### config.mk
export PLATFORM = sky130hd
export DESIGN_NAME = mem_access_ctrl
export DESIGN_NICKNAME = d
export VERILOG_FILES = /design/src/rtl/mem_access_ctrl.sv
export SDC_FILE = /design/constraint.sdc
export NUM_CORES = 1
export LEC_CHECK = 0
export CORE_MARGIN = 2
export CORE_UTILIZATION = 28
export CTS_CLUSTER_SIZE = 24
export DETAILED_ROUTE_END_ITERATION = 16
export PLACE_DENSITY_LB_ADDON = 0.12
export SLEW_MARGIN = 10
export SYNTH_ARGS = -nofsm -noshare
export SYNTH_HDL_FRONTEND = slang
export SYNTH_SLANG_ARGS = --single-unit
### constraint.sdc
create_clock -name clk -period 2.66 [get_ports clk]
set_input_delay 0.532 -clock clk [delete_from_list [all_inputs] [get_ports clk]]
set_output_delay 0.532 -clock clk [all_outputs]
set_load 0.01 [all_outputs]
### src/rtl/mem_access_ctrl.sv
// mem_access_ctrl: load/store sequencer between the memory stage and a
// 64-bit data memory (req/ack), with read-modify-write for narrow stores.
// Optional misalignment trap: define MEM_ACCESS_MISALIGN_CHECK_EN.
// Ports: clk, rst_n (async, active low)
//   core side : REQ WE SIZE ADDR WDATA -> BUSY DONE RDATA RSIZE ERR
//   mem side  : MEM_REQ MEM_WE MEM_ADDR MEM_WDATA <- MEM_RDATA MEM_ACK
// SIZE: 00 double, 01 word, 10 half, 11 byte. Little-endian lanes.

module mem_access_ctrl #(
  parameter int ADDR_W = 64
) (
  input  logic              clk,
  input  logic              rst_n,
  input  logic              REQ,
  input  logic              WE,
  input  logic [1:0]        SIZE,
  input  logic [ADDR_W-1:0] ADDR,
  input  logic [63:0]       WDATA,
  output logic              BUSY,
  output logic              DONE,
  output logic [63:0]       RDATA,
  output logic [1:0]        RSIZE,
  output logic              ERR,
  output logic              MEM_REQ,
  output logic              MEM_WE,
  output logic [ADDR_W-1:0] MEM_ADDR,
  output logic [63:0]       MEM_WDATA,
  input  logic [63:0]       MEM_RDATA,
  input  logic              MEM_ACK
);

  typedef enum logic [1:0] {
    S_IDLE,
    S_READ,
    S_WRITE,
    S_DONE
  } state_t;

  state_t state;

  // captured request
  logic [2:0]  off_q;
  logic [1:0]  size_q;
  logic        we_q;
  logic [63:0] wdata_q;

  // registered outputs
  logic              busy_q;
  logic              done_q;
  logic [63:0]       rdata_q;
  logic [1:0]        rsize_q;
  logic              mem_req_q;
  logic              mem_we_q;
  logic [ADDR_W-1:0] mem_addr_q;
  logic [63:0]       mem_wdata_q;

  function automatic logic [63:0] lane_mask(
    input logic [1:0] s
  );
    logic [63:0] m;
    m = '0;
    unique case (s)
      2'b00: m = {64{1'b1}};
      2'b01: m = 64'h0000_0000_ffff_ffff;
      2'b10: m = 64'h0000_0000_0000_ffff;
      2'b11: m = 64'h0000_0000_0000_00ff;
      default: m = '0;
    endcase
    return m;
  endfunction

  logic [2:0] cap_off;
  logic       mis;

`ifdef MEM_ACCESS_MISALIGN_CHECK_EN
  logic err_q;

  always_comb begin
    mis = 1'b0;
    unique case (SIZE)
      2'b00: mis = |ADDR[2:0];
      2'b01: mis = |ADDR[1:0];
      2'b10: mis = ADDR[0];
      2'b11: mis = 1'b0;
      default: mis = 1'b0;
    endcase
  end

  assign cap_off = ADDR[2:0];
  assign ERR     = err_q;
`else
  // Misaligned addresses are silently rounded down
  // to the lane boundary.
  always_comb begin
    cap_off = ADDR[2:0];
    unique case (SIZE)
      2'b00: cap_off = 3'b000;
      2'b01: cap_off = {ADDR[2], 2'b00};
      2'b10: cap_off = {ADDR[2:1], 1'b0};
      2'b11: cap_off = ADDR[2:0];
      default: cap_off = ADDR[2:0];
    endcase
  end

  assign mis = 1'b0;
  assign ERR = 1'b0;
`endif

  // lane datapath on the captured request
  logic [5:0]  sh;
  logic [63:0] mask;
  logic [63:0] load_lane;
  logic [63:0] merged;

  assign sh        = {off_q, 3'b000};
  assign mask      = lane_mask(size_q);
  assign load_lane = (MEM_RDATA >> sh) & mask;
  assign merged    = (MEM_RDATA & ~(mask << sh))
                   | ((wdata_q & mask) << sh);

  logic start_wr;
  assign start_wr = WE && (SIZE == 2'b00);

  always_ff @(posedge clk or negedge rst_n) begin
    if (!rst_n) begin
      state       <= S_IDLE;
      off_q       <= '0;
      size_q      <= '0;
      we_q        <= 1'b0;
      wdata_q     <= '0;
      busy_q      <= 1'b0;
      done_q      <= 1'b0;
      rdata_q     <= '0;
      rsize_q     <= '0;
      mem_req_q   <= 1'b0;
      mem_we_q    <= 1'b0;
      mem_addr_q  <= '0;
      mem_wdata_q <= '0;
`ifdef MEM_ACCESS_MISALIGN_CHECK_EN
      err_q       <= 1'b0;
`endif
    end else begin
      unique case (state)
        S_IDLE: begin
          if (REQ) begin
            off_q      <= cap_off;
            size_q     <= SIZE;
            we_q       <= WE;
            wdata_q    <= WDATA;
            rsize_q    <= SIZE;
            rdata_q    <= '0;
            busy_q     <= 1'b1;
            mem_addr_q <= {ADDR[ADDR_W-1:3], 3'b000};
`ifdef MEM_ACCESS_MISALIGN_CHECK_EN
            err_q      <= mis;
`endif
            if (mis) begin
              state  <= S_DONE;
              done_q <= 1'b1;
            end else if (start_wr) begin
              state       <= S_WRITE;
              mem_req_q   <= 1'b1;
              mem_we_q    <= 1'b1;
              mem_wdata_q <= WDATA;
            end else begin
              state     <= S_READ;
              mem_req_q <= 1'b1;
              mem_we_q  <= 1'b0;
            end
          end
        end
        S_READ: begin
          if (MEM_ACK) begin
            if (we_q) begin
              // request stays up; only the direction flips
              state       <= S_WRITE;
              mem_we_q    <= 1'b1;
              mem_wdata_q <= merged;
            end else begin
              state     <= S_DONE;
              done_q    <= 1'b1;
              mem_req_q <= 1'b0;
              rdata_q   <= load_lane;
            end
          end
        end
        S_WRITE: begin
          if (MEM_ACK) begin
            state     <= S_DONE;
            done_q    <= 1'b1;
            mem_req_q <= 1'b0;
            mem_we_q  <= 1'b0;
          end
        end
        S_DONE: begin
          state  <= S_IDLE;
          done_q <= 1'b0;
          busy_q <= 1'b0;
        end
        default: begin
          state <= S_IDLE;
        end
      endcase
    end
  end

  assign BUSY      = busy_q;
  assign DONE      = done_q;
  assign RDATA     = rdata_q;
  assign RSIZE     = rsize_q;
  assign MEM_REQ   = mem_req_q;
  assign MEM_WE    = mem_we_q;
  assign MEM_ADDR  = mem_addr_q;
  assign MEM_WDATA = mem_wdata_q;

endmodule

==> flow_summary_export.csv <==
group,metric,value,unit
timing,fmaxAchievable,0.400,GHz
timing,tightest_slew,0.703,ns
layout,fillers,5039,
placement,portBuffers,393,
worst_setup_path,crit_type,"reg2out",
synthesis,syn_inst,1370,
drt,first_pass_iters,5,
worst_setup_path,cp-start-kind,"flop",
synthesis,synth-seq-area-share,46.9,%
outcome,status,"completed",
grt,grtUsageTotal,23.8,%
cts,clock_latency,0.55,ns
synthesis,synthDistinctLibCells,69,
drt,ant_nets,0,
synthesis,yosysWarnings,0,
worst_setup_path,required,2.13,ns
timing,skew,0.0220,ns
worst_setup_path,crit_path_end,"RSIZE[0]",
floorplan,io_pins,398,
drt,vias,13100,
cts,cts-buffers-inserted,34,
synthesis,ys_seq_elements,265,
drt,drt_iter0_drc,973,
timing,setup_tns,0,ns
grt,globalRouteOverflowTotal,0,
cts,cts_setup_buffers,0,
timing,setup_viol_count_final,0,
worst_setup_path,crit_start,"RSIZE[0]$_DFFE_PN0P_",
worst_setup_path,endpoint_kind,"output pin",
floorplan,die_area,52300,um^2
worst_hold_path,hp-start,"RDATA[24]$_DFFE_PN0P_",
floorplan,coreArea,50100,um^2
drt,drcViolationCount,0,
drt,wl,63400,um
synthesis,synth_edf_count,0,
worst_setup_path,path_cells,"clkdlybuf4s50_1",
layout,drive_gt1_share,18.6,%
worst_setup_path,rr_worst_depth,6,
worst_setup_path,cp_max_fo,14,
worst_setup_path,cpPeakStageDelay,0.71,ns
timing,relSlewSlack,53.1,%
layout,syn_to_final_growth,43.3,%
synthesis,synth_top_cell_area_share,46.9,%
layout,layout_common_cells,"clkdlybuf4s50_1, dfrtp_1, o21ai_0",
timing,fin_crit,2.50,ns
synthesis,yosysTopAreaCell,"dfrtp_1",
worst_setup_path,critical_path_buf_inv_count,1,
layout,final_nets,1973,
layout,final-seq-area,6640,um^2
layout,final_common_cell,"clkdlybuf4s50_1",
placement,gp_congestion,0.969,
cts,cts_tree,"yes",
grt,grt_pass1_vias,13500,
power_and_ir_drop,power.leakage,8.12,nW
timing,rsz0062_at_grt,"no",
drt,routed_via_density,5.34,
floorplan,fp.dieW,229,um
synthesis,synth_ff_type,"dfrtp_1",
synthesis,synth_area,14100,um^2
grt,grt_max_degree,83,
floorplan,die_height,229,um
cts,clock_path_buffers,3,
synthesis,syn_avg_cell_area,10.3,um^2
power_and_ir_drop,powerDensity,1340,nW/um^2
power_and_ir_drop,max-vdd-ir-drop,0.631,mV
worst_setup_path,r2r-start,"RSIZE[0]$_DFFE_PN0P_",
cts,htree_levels,2,
cts,root_buffer,"clkbuf_16",
worst_hold_path,min_path_type,"reg2reg",
worst_setup_path,cpMaxStageDelayCell,"dfrtp_1",
placement,dpl.hpwl,49000,um
drt,wl_per_cell,25.8,um
grt,grt_pass1_wl,92500,um
grt,antenna_found_initial,6,
worst_setup_path,r2r_slack,0.17,ns
worst_setup_path,rr_endpoint,"MEM_WDATA[52]$_DFFE_PN0P_",
placement,dpl_worst_slack,0.151,ns
cts,cts.clk_slew.worst_paths,0.06,ns
job,drv_cap,0,
floorplan,rows,82,
layout,multi_input_area,6960,um^2
worst_setup_path,cp.depth,1,
floorplan,initial_core_util,28.3,%
timing,final_max_slew_viol_count,0,
timing,finalHoldViolations,0,
worst_setup_path,cpLargestDelayFamily,"flip-flops",
synthesis,synthArstFlopShare,100,%
timing,postLayoutSetupSlackWorst,0.162,ns
synthesis,synth_area_leaders,"dfrtp_1, mux2_2, o21ai_0, mux2i_1, nand2_1",
timing,final.period_utilization,93.9,%
worst_setup_path,crit_arrival,1.97,ns
cts,numClockSinks,265,
[metrics by stage]
| step | total power, W | instances | hold slack [ns] | util, % | instance area [um^2] |
|---|---|---|---|---|---|
| 2_1_floorplan | 0.0154 | 1373 | 0.236 | - | 14200 |
| 3_3_place_gp | 0.0225 | 2404 | 0.460 | 38.3 | 19200 |
| 3_5_place_dp | 0.0226 | 2404 | 0.469 | 38.3 | 19200 |
| 4_1_cts | 0.0273 | 2460 | 0.483 | 40.5 | 20300 |
| 5_1_grt | 0.0288 | 2461 | 0.500 | 40.5 | 20300 |
| 6_report | 0.0272 | 2462 | 0.474 | 40.5 | 20300 |
[Yosys cell counts (6+ instances only)]
master	number
o21a_1	11
mux2_2	153
dfrtp_1	265
nor3b_1	10
a31oi_1	30
o21ai_1	29
a211oi_1	15
buf_4	15
nand2_1	155
clkbuf_1	57
a21o_1	8
a41oi_1	7
o221ai_1	14
mux4_2	15
nand3_1	18
inv_1	7
o22ai_1	11
and3_1	6
a221oi_1	10
nor2_1	61
or3_1	15
a22o_1	31
a22oi_1	9
o21ai_0	154
a21oi_1	61
o211ai_1	20
buf_1	11
nor3_1	8
buf_2	31
mux2i_1	62
[cell type report]
cell class,instances,area share [%]
diodes,2,0.0247
clock buffers,46,4.77
clock inverters,9,0.524
inverters,11,0.204
multi-input cells,980,34.3
flip-flops and latches,265,32.7
well taps,672,4.15
repair buffers,477,23.3
[state kept, by name, indices dropped and copies added (netlist names)]
signal,count
BUSY,1
DONE,1
MEM_ADDR,61
MEM_REQ,1
MEM_WDATA,64
MEM_WE,1
RDATA,64
RSIZE,2
off_q,3
state,2
wdata_q,64
we_q,1
[per-layer routing]
layer | wire, um | vias up | track usage [%] | share of wire, %
li1 | - | 5847 | - | -
met1 | 26500 | 6574 | 30.7 | 42
met2 | 29200 | 608 | 37.9 | 46
met3 | 5310 | 118 | 6.29 | 8.4
met4 | 2450 | 2 | 9.76 | 3.9
met5 | 13 | - | 0 | 0.020
[where the power goes]
group	internal [W]	switching (W)
Clock	0.00273	0.00181
Combinational	0.00696	0.00800
Sequential	0.00593	0.00178
[timing repair]
item | CTS | global route
hold endpoints to repair | 49 | 0
gates resized for setup | 0 | 1
hold buffers | 1 | 0
endpoints found under the setup margin | 0 | 1
[kinds of logic (layout without fill, tap and decap cells)]
family          after synthesis  after routing  synth area share [%]
compound gates              442            442                  19.9
fa+ha+maj                     5              5                 0.442
buf+inv                     128            543                  4.23
flops                       265            265                  46.9
mux                         230            230                  19.0
other cells                   1              6                0.0265
simple gates                299            299                  9.56
[worst min-delay path by stage]
stage                                     end  slack, ns  cells past startpoint
detailed placement  MEM_WDATA[63]$_DFFE_PN0P_       0.47                      1
floorplan                    BUSY$_DFFE_PN0P_       0.24                      0
CTS                     RDATA[24]$_DFFE_PN0P_       0.48                      2
finish                  RDATA[24]$_DFFE_PN0P_       0.47                      2
global placement    MEM_WDATA[63]$_DFFE_PN0P_       0.46                      1
global route            RDATA[24]$_DFFE_PN0P_       0.50                      2
Power figures use the tool's default switching activity.
